<file path="src/rtl/sd_otf_converter.sv">
// sd_otf_converter
// Converts the radix-2 signed-digit product stream of the online multiplier
// (MSD first) into a two's-complement fraction using Q/QM on-the-fly
// conversion. The first DELTA enabled digits (online delay) are discarded,
// the next N digits are converted, and the final value is presented with a
// one-cycle valid pulse.
//
// Ports:
//   clk    - clock, rising edge
//   rst    - asynchronous active-high reset
//   en     - digit valid / operation active
//   z      - signed digit {plus, minus}: 10=+1, 01=-1, 00/11=0
//   result - N+1 bit two's-complement value x 2^N (held until next valid)
//   valid  - one-cycle pulse when result is updated
//   busy   - high from first accepted en until the operation ends
module sd_otf_converter #(
    parameter int unsigned N     = 8,
    parameter int unsigned DELTA = 3
) (
    input  logic         clk,
    input  logic         rst,
    input  logic         en,
    input  logic [1:0]   z,
    output logic [N:0]   result,
    output logic         valid,
    output logic         busy
);

    localparam int unsigned MAX_CNT = (N > DELTA) ? N : DELTA;
    localparam int unsigned CNT_W   = $clog2(MAX_CNT + 1);

    typedef enum logic [1:0] {
        IDLE  = 2'd0,
        SKIP  = 2'd1,
        CONV  = 2'd2,
        FLUSH = 2'd3
    } state_t;

    state_t           state_q;
    logic [CNT_W-1:0] cnt_q;
    logic [N:0]       q_q;
    logic [N:0]       qm_q;
    logic [N:0]       q_d;
    logic [N:0]       qm_d;
    logic [N:0]       result_q;
    logic             valid_q;
    logic             busy_q;

    logic dig_pos;
    logic dig_neg;

    // Digit decode: 00 and 11 both mean zero.
    assign dig_pos = z[1] & ~z[0];
    assign dig_neg = z[0] & ~z[1];

    // On-the-fly recurrence; keeps QM = Q - 1 so no carry propagation is needed.
    always_comb begin
        q_d  = q_q;
        qm_d = qm_q;
        if (dig_pos) begin
            q_d  = {q_q[N-1:0], 1'b1};
            qm_d = {q_q[N-1:0], 1'b0};
        end else if (dig_neg) begin
            q_d  = {qm_q[N-1:0], 1'b1};
            qm_d = {qm_q[N-1:0], 1'b0};
        end else begin
            q_d  = {q_q[N-1:0], 1'b0};
            qm_d = {qm_q[N-1:0], 1'b1};
        end
    end

    // Control FSM with registered outputs; en low in SKIP/CONV stalls everything.
    always_ff @(posedge clk or posedge rst) begin
        if (rst) begin
            state_q  <= IDLE;
            cnt_q    <= '0;
            q_q      <= '0;
            qm_q     <= '1;
            result_q <= '0;
            valid_q  <= 1'b0;
            busy_q   <= 1'b0;
        end else begin
            valid_q <= 1'b0;
            case (state_q)
                IDLE: begin
                    if (en) begin
                        busy_q <= 1'b1;
                        // This edge is skip digit 1.
                        if (DELTA <= 1) begin
                            state_q <= CONV;
                            cnt_q   <= '0;
                            q_q     <= '0;
                            qm_q    <= '1;
                        end else begin
                            state_q <= SKIP;
                            cnt_q   <= CNT_W'(1);
                        end
                    end
                end
                SKIP: begin
                    if (en) begin
                        if (cnt_q == CNT_W'(DELTA - 1)) begin
                            state_q <= CONV;
                            cnt_q   <= '0;
                            q_q     <= '0;
                            qm_q    <= '1;
                        end else begin
                            cnt_q <= cnt_q + CNT_W'(1);
                        end
                    end
                end
                CONV: begin
                    if (en) begin
                        q_q  <= q_d;
                        qm_q <= qm_d;
                        if (cnt_q == CNT_W'(N - 1)) begin
                            result_q <= q_d;
                            valid_q  <= 1'b1;
                            cnt_q    <= '0;
                            state_q  <= FLUSH;
                        end else begin
                            cnt_q <= cnt_q + CNT_W'(1);
                        end
                    end
                end
                FLUSH: begin
                    // en held high past the last digit never restarts an operation.
                    if (!en) begin
                        state_q <= IDLE;
                        busy_q  <= 1'b0;
                    end
                end
                default: begin
                    state_q <= IDLE;
                    busy_q  <= 1'b0;
                end
            endcase
        end
    end

    assign result = result_q;
    assign valid  = valid_q;
    assign busy   = busy_q;

endmodule

</file>
<file path="config.mk">
export PLATFORM = sky130hd
export DESIGN_NAME = sd_otf_converter
export DESIGN_NICKNAME = d
export VERILOG_FILES = /design/src/rtl/sd_otf_converter.sv
export SDC_FILE = /design/constraint.sdc
export NUM_CORES = 1
export LEC_CHECK = 0
export BUFFER_PORTS_ARGS = -buffer_cell sky130_fd_sc_hd__clkbuf_2
export CELL_PAD_IN_SITES_DETAIL_PLACEMENT = 0
export CELL_PAD_IN_SITES_GLOBAL_PLACEMENT = 1
export CORE_MARGIN = 2
export CORE_UTILIZATION = 37
export DETAILED_ROUTE_END_ITERATION = 7
export PLACE_DENSITY_LB_ADDON = 0.1
export SLEW_MARGIN = 25
export SYNTH_ARGS = -nofsm -noshare
export SYNTH_HDL_FRONTEND = slang
export SYNTH_SLANG_ARGS = --single-unit
</file>
<file path="constraint.sdc">
create_clock -name clk -period 2.4 [get_ports clk]
set_input_delay 0.6 -clock clk [delete_from_list [all_inputs] [get_ports clk]]
set_output_delay 0.6 -clock clk [all_outputs]
set_load 0.03 [all_outputs]
</file>
# After elaboration in Yosys (flattened, before gate mapping)
# Cells that the tools add are included.
# classes
n_bitwise,4
mux,31
add_sub_neg,1
n_eq_ne,11
n_reduce_logical,9
# op_table
operator,count
two-way mux 8 bit,7
case mux 8 bit (2 select lines),2
two-way mux 4 bit,5
two-way mux 9 bit,2
two-way mux 2 bit,6
inequality test 2 bit (second input constant),6
case mux 4 bit (3 select lines),1
case mux 2 bit (4 select lines),1
AND reduction 4 bit,2
two-way mux 1 bit,6
AND reduction 3 bit,2
AND reduction 6 bit,1
adder 4 x 1 -> 4 bit (second input constant),1
equality test 2 bit (second input constant),2
equality test 4 x 2 -> 1 bit (second input constant),1
equality test 4 x 3 -> 1 bit (second input constant),1
nonzero test 2 bit,2
nonzero test 3 bit,1
AND 1 bit,2
equality test 2 x 1 -> 1 bit (second input constant),1
zero test 2 bit,1
NOT 1 bit,2
case mux 1 bit (2 select lines),1
# totals
inputBits,5
output_inout_bits,11
register_bits,33
wordCells,63

# Logic depth before layout (Yosys ltp)
# logic_depth
word_depth,6
ltp_mapped,8
depth_no_buf,6

# Least setup slack after synthesis
# Ideal clock, no wire load.
# synth_timing
path_type,input -> register
start,input port z[0]
end,"register result_q[1], in the netlist result[1]"
required_time_ns,2.275
setup_time_ns,0.125
n_path_buf,2
arrival_ns,1.888
path_slack_ns,0.387
cell_stages,7
path_cell_list,inv_1 ha_1 buf_2 nor2b_1 buf_2 mux2_2 mux2_2
# synth_between
elab_chain_len,3
elab_cells_between_ends,5
classes_between,mux: 2; bitwise: 3
# synth_rtl
element,line_no,source
from (decl),23,"input logic [1:0] z,"
AND 1 bit / NOT 1 bit (equally long branches),"54, 53",
two-way mux 9 bit / AND 1 bit (equally long branches),"63, 53",
two-way mux 9 bit *,60,if (dig_pos) begin
to (signal assigned),117,result_q <= q_d;
to (decl),45,logic [N:0] result_q;
# Mark *: on every way between the ends. The rest lies on a longest branch, timed or not.
# A chain may end at the register's enable or synchronous reset.

# Final worst setup path
# layout_timing
start,register state_q[0]
end,register state_q[1]
# layout_between
elab_chain_len,3
elab_cells_between_ends,12
classes_between,eq/ne: 9; mux: 1; reduce/logical: 2
# layout_rtl
element,line_no,source
from (decl),39,state_t state_q;
from (signal assigned),75,state_q <= IDLE;
from (signal assigned),90,state_q <= CONV;
from (signal assigned),95,state_q <= SKIP;
"equality test 2 bit, or another cell as far along",84,case (state_q)
inequality test 2 bit (no source line),n/a,
AND reduction 6 bit (no source line),n/a,
# Parallel ways exist; a longest one is shown, timed or not.

==> impl_metrics.json <==
{
  "status": "completed",
  "cts_buffers": 5,
  "drt-initial-drc-count": 45,
  "skew_ps": 3.38,
  "die_w_um": 72.0,
  "synth_top_flop_cell": "dfrtp_1",
  "seqCellArea_um2": 836,
  "syn_avg_cell_area_um2": 10.8,
  "synth_area_leader_cell": "dfrtp_1",
  "worstSetupEndpointType": "register",
  "syn_nets": 172,
  "rsz0062_at_grt": "false",
  "hold_class": "in2async",
  "drc": 0,
  "drive_gt1_frac": 0.287,
  "critPathKind": "reg2reg",
  "cts_tree": "yes",
  "gp_congestion": 0.775,
  "yosysMostFrequentCell": "dfrtp_1",
  "p_leak_nw": 0.969,
  "fin_crit_ps": 2040,
  "synth_cell_type_count": 33,
  "antenna_found_initial": 0,
  "antenna_left": 0,
  "rr_worst_depth": 7,
  "htree_levels": 2,
  "synth-seq-cells": 33,
  "async_flop_share": 1.00,
  "port_buffers": 15,
  "yosys.area.top_type_share": 0.366,
  "r2r_end": "state_q[1]$_DFFE_PP0P_",
  "fmax_mhz": 490,
  "hold_viol": 0,
  "routedWlPerCell_um": 13.5,
  "synthCells": 158,
  "r2r_slack_ps": 360,
  "synth-edff-count": 0,
  "r2r_start": "state_q[0]$_DFFE_PP0P_",
  "die_area_um2": 5180,
  "clk_pin_slew_worst_paths_ps": 70,
  "start_util": 0.387,
  "nets": 191,
  "fin_crit_sh": 0.850,
  "multi_input_area_um2": 810,
  "power.total_mw": 2.24,
  "finalWirelength_mm": 3.10,
  "n_fill_cell": 444,
  "cts.sinks": 33,
  "synth_area_um2": 1710,
  "grt_pass1_vias": 1238,
  "dpl.hpwl_mm": 2.24,
  "grt_pass1_wl_mm": 5.63,
  "crit_fanout": 16,
  "cts_hold_buffers": 0,
  "max-vdd-ir-drop_v": 0.000500,
  "globalRouteOverflowTotal": 0,
  "ys_top_cells_by_area": "dfrtp_1 (37%), dfstp_2 (12%), mux2i_1 (7.6%), ha_1 (6.6%), mux2_2 (4.6%)",
  "ctsResizeCount": 0,
  "worstPathRequired_ps": 2570,
  "route.vias.total": 1210,
  "cts_buffer_depth": 2,
  "ys_seq_area_frac": 0.489,
  "cts_setup_buffers": 0,
  "io_pins": 16,
  "fp.dieH_um": 72.0,
  "tightestPinTransition_ps": 682,
  "dr.pass1.iters": 4,
  "routed_via_density": 5.26,
  "power_density_nw_per_um2": 1150,
  "max_cap_viol_count": 0,
  "setup.worst_path.start_class": "register",
  "grt_max_degree": 34,
  "rows": 24,
  "syn2layout_area_growth_pct": 14.6,
  "cts-root-buf": "clkbuf_8",
  "antenna_cells": 0,
  "fin_setup_tns_ps": 0,
  "synth_common_cells": "dfrtp_1 (25), a21oi_1 (15), mux2i_1 (13)",
  "core-area_um2": 4410,
  "setup_viol_count_final": 0,
  "cp.arrival_ps": 2210,
  "drv_slew": 0,
  "insertion_delay_ps": 280,
  "relSlewSlack": 0.544,
  "grt_use_total": 0.142,
  "synth_warnings": 0
}
-- state kept, by name (all words and copies together) (netlist names) --
register and count:
result 9, q_q 8, qm_q 8, cnt_q 4
state_q 2, busy 1, valid 1
-- critical path: stages (launching register included) --
cell	delay, ps
dfrtp_1	380
inv_1	100
ha_1	210
buf_4	200
or4b_4	550
nand3_2	110
o21ai_2	80
mux2_4	300
-- power breakdown --
group	leakage, nW	switching (mW)	internal (mW)	total (mW)
clock network	0.0542	0.199	0.259	0.458
logic	0.495	0.505	0.379	0.884
registers	0.420	0.125	0.775	0.901
-- per-stage QoR --
| step | worst slack, ps | hold slack [ps] | std cells | cell area [um^2] | utilization |
|---|---|---|---|---|---|
| finish | 360 | 380 | 230 | 1960 | 0.444 |
| global route | 204 | 452 | 230 | 1960 | 0.444 |
| CTS | 177 | 382 | 230 | 1950 | 0.442 |
| detailed placement | 180 | 464 | 222 | 1850 | 0.419 |
| global placement | 277 | 455 | 222 | 1850 | 0.419 |
| floorplan | 387 | 446 | 158 | 1710 | - |
-- cell families (layout without fill, tap and decap cells) --
family          count (synthesis)  count (layout)  share of synthesized area
buf+inv                        17              37                     0.0439
simple gates                   40              40                      0.135
fa+ha+maj                       9               9                     0.0659
mux                            21              21                      0.131
flops                          33              33                      0.489
compound gates                 38              38                      0.135
-- how the worst max path moves through the flow --
stage | start | to | cells after the start
after floorplan | z[0] | result[1]$_DFFE_PP0P_ | 7
after global placement | state_q[1]$_DFFE_PP0P_ | q_q[0]$_DFFE_PP0P_ | 6
after detailed placement | state_q[1]$_DFFE_PP0P_ | q_q[0]$_DFFE_PP0P_ | 6
after CTS | state_q[1]$_DFFE_PP0P_ | q_q[0]$_DFFE_PP0P_ | 6
after global routing | state_q[1]$_DFFE_PP0P_ | qm_q[0]$_DFFE_PP1P_ | 6
final | state_q[0]$_DFFE_PP0P_ | state_q[1]$_DFFE_PP0P_ | 7
-- cell usage in the layout (no fill, tap or decap), types with 2 or more instances in the layout --
cell	instances
dfrtp_1	25
a21oi_1	15
clkbuf_2	15
mux2i_1	13
nand2_1	12
a21o_1	9
inv_1	9
ha_1	9
nor2_1	8
dfstp_2	8
mux2_2	7
clkbuf_8	7
o21ai_0	6
o31ai_1	5
buf_4	5
nand4_1	3
nand3_1	3
nor2b_1	2
nor3_1	2
-- layout make-up --
type / count / area share
clock buffer: 7 / 0.0492
clock inverter: 1 / 0.00256
inverter: 9 / 0.0173
multi-input combinational: 108 / 0.413
sequential: 33 / 0.427
tap: 52 / 0.0332
timing repair buffer: 20 / 0.0575
-- routing by layer --
metal / part of all wire / vias up / wire [um] / GRT usage
met4: 0.019 / 0 / 58 / 0.0629
met3: 0.034 / 6 / 104 / 0.0431
met2: 0.50 / 17 / 1560 / 0.247
met1: 0.44 / 591 / 1380 / 0.161
li1: - / 596 / - / -
met5: 0 / - / 0 / 0
No activity file was read; power rests on OpenSTA's default activity.
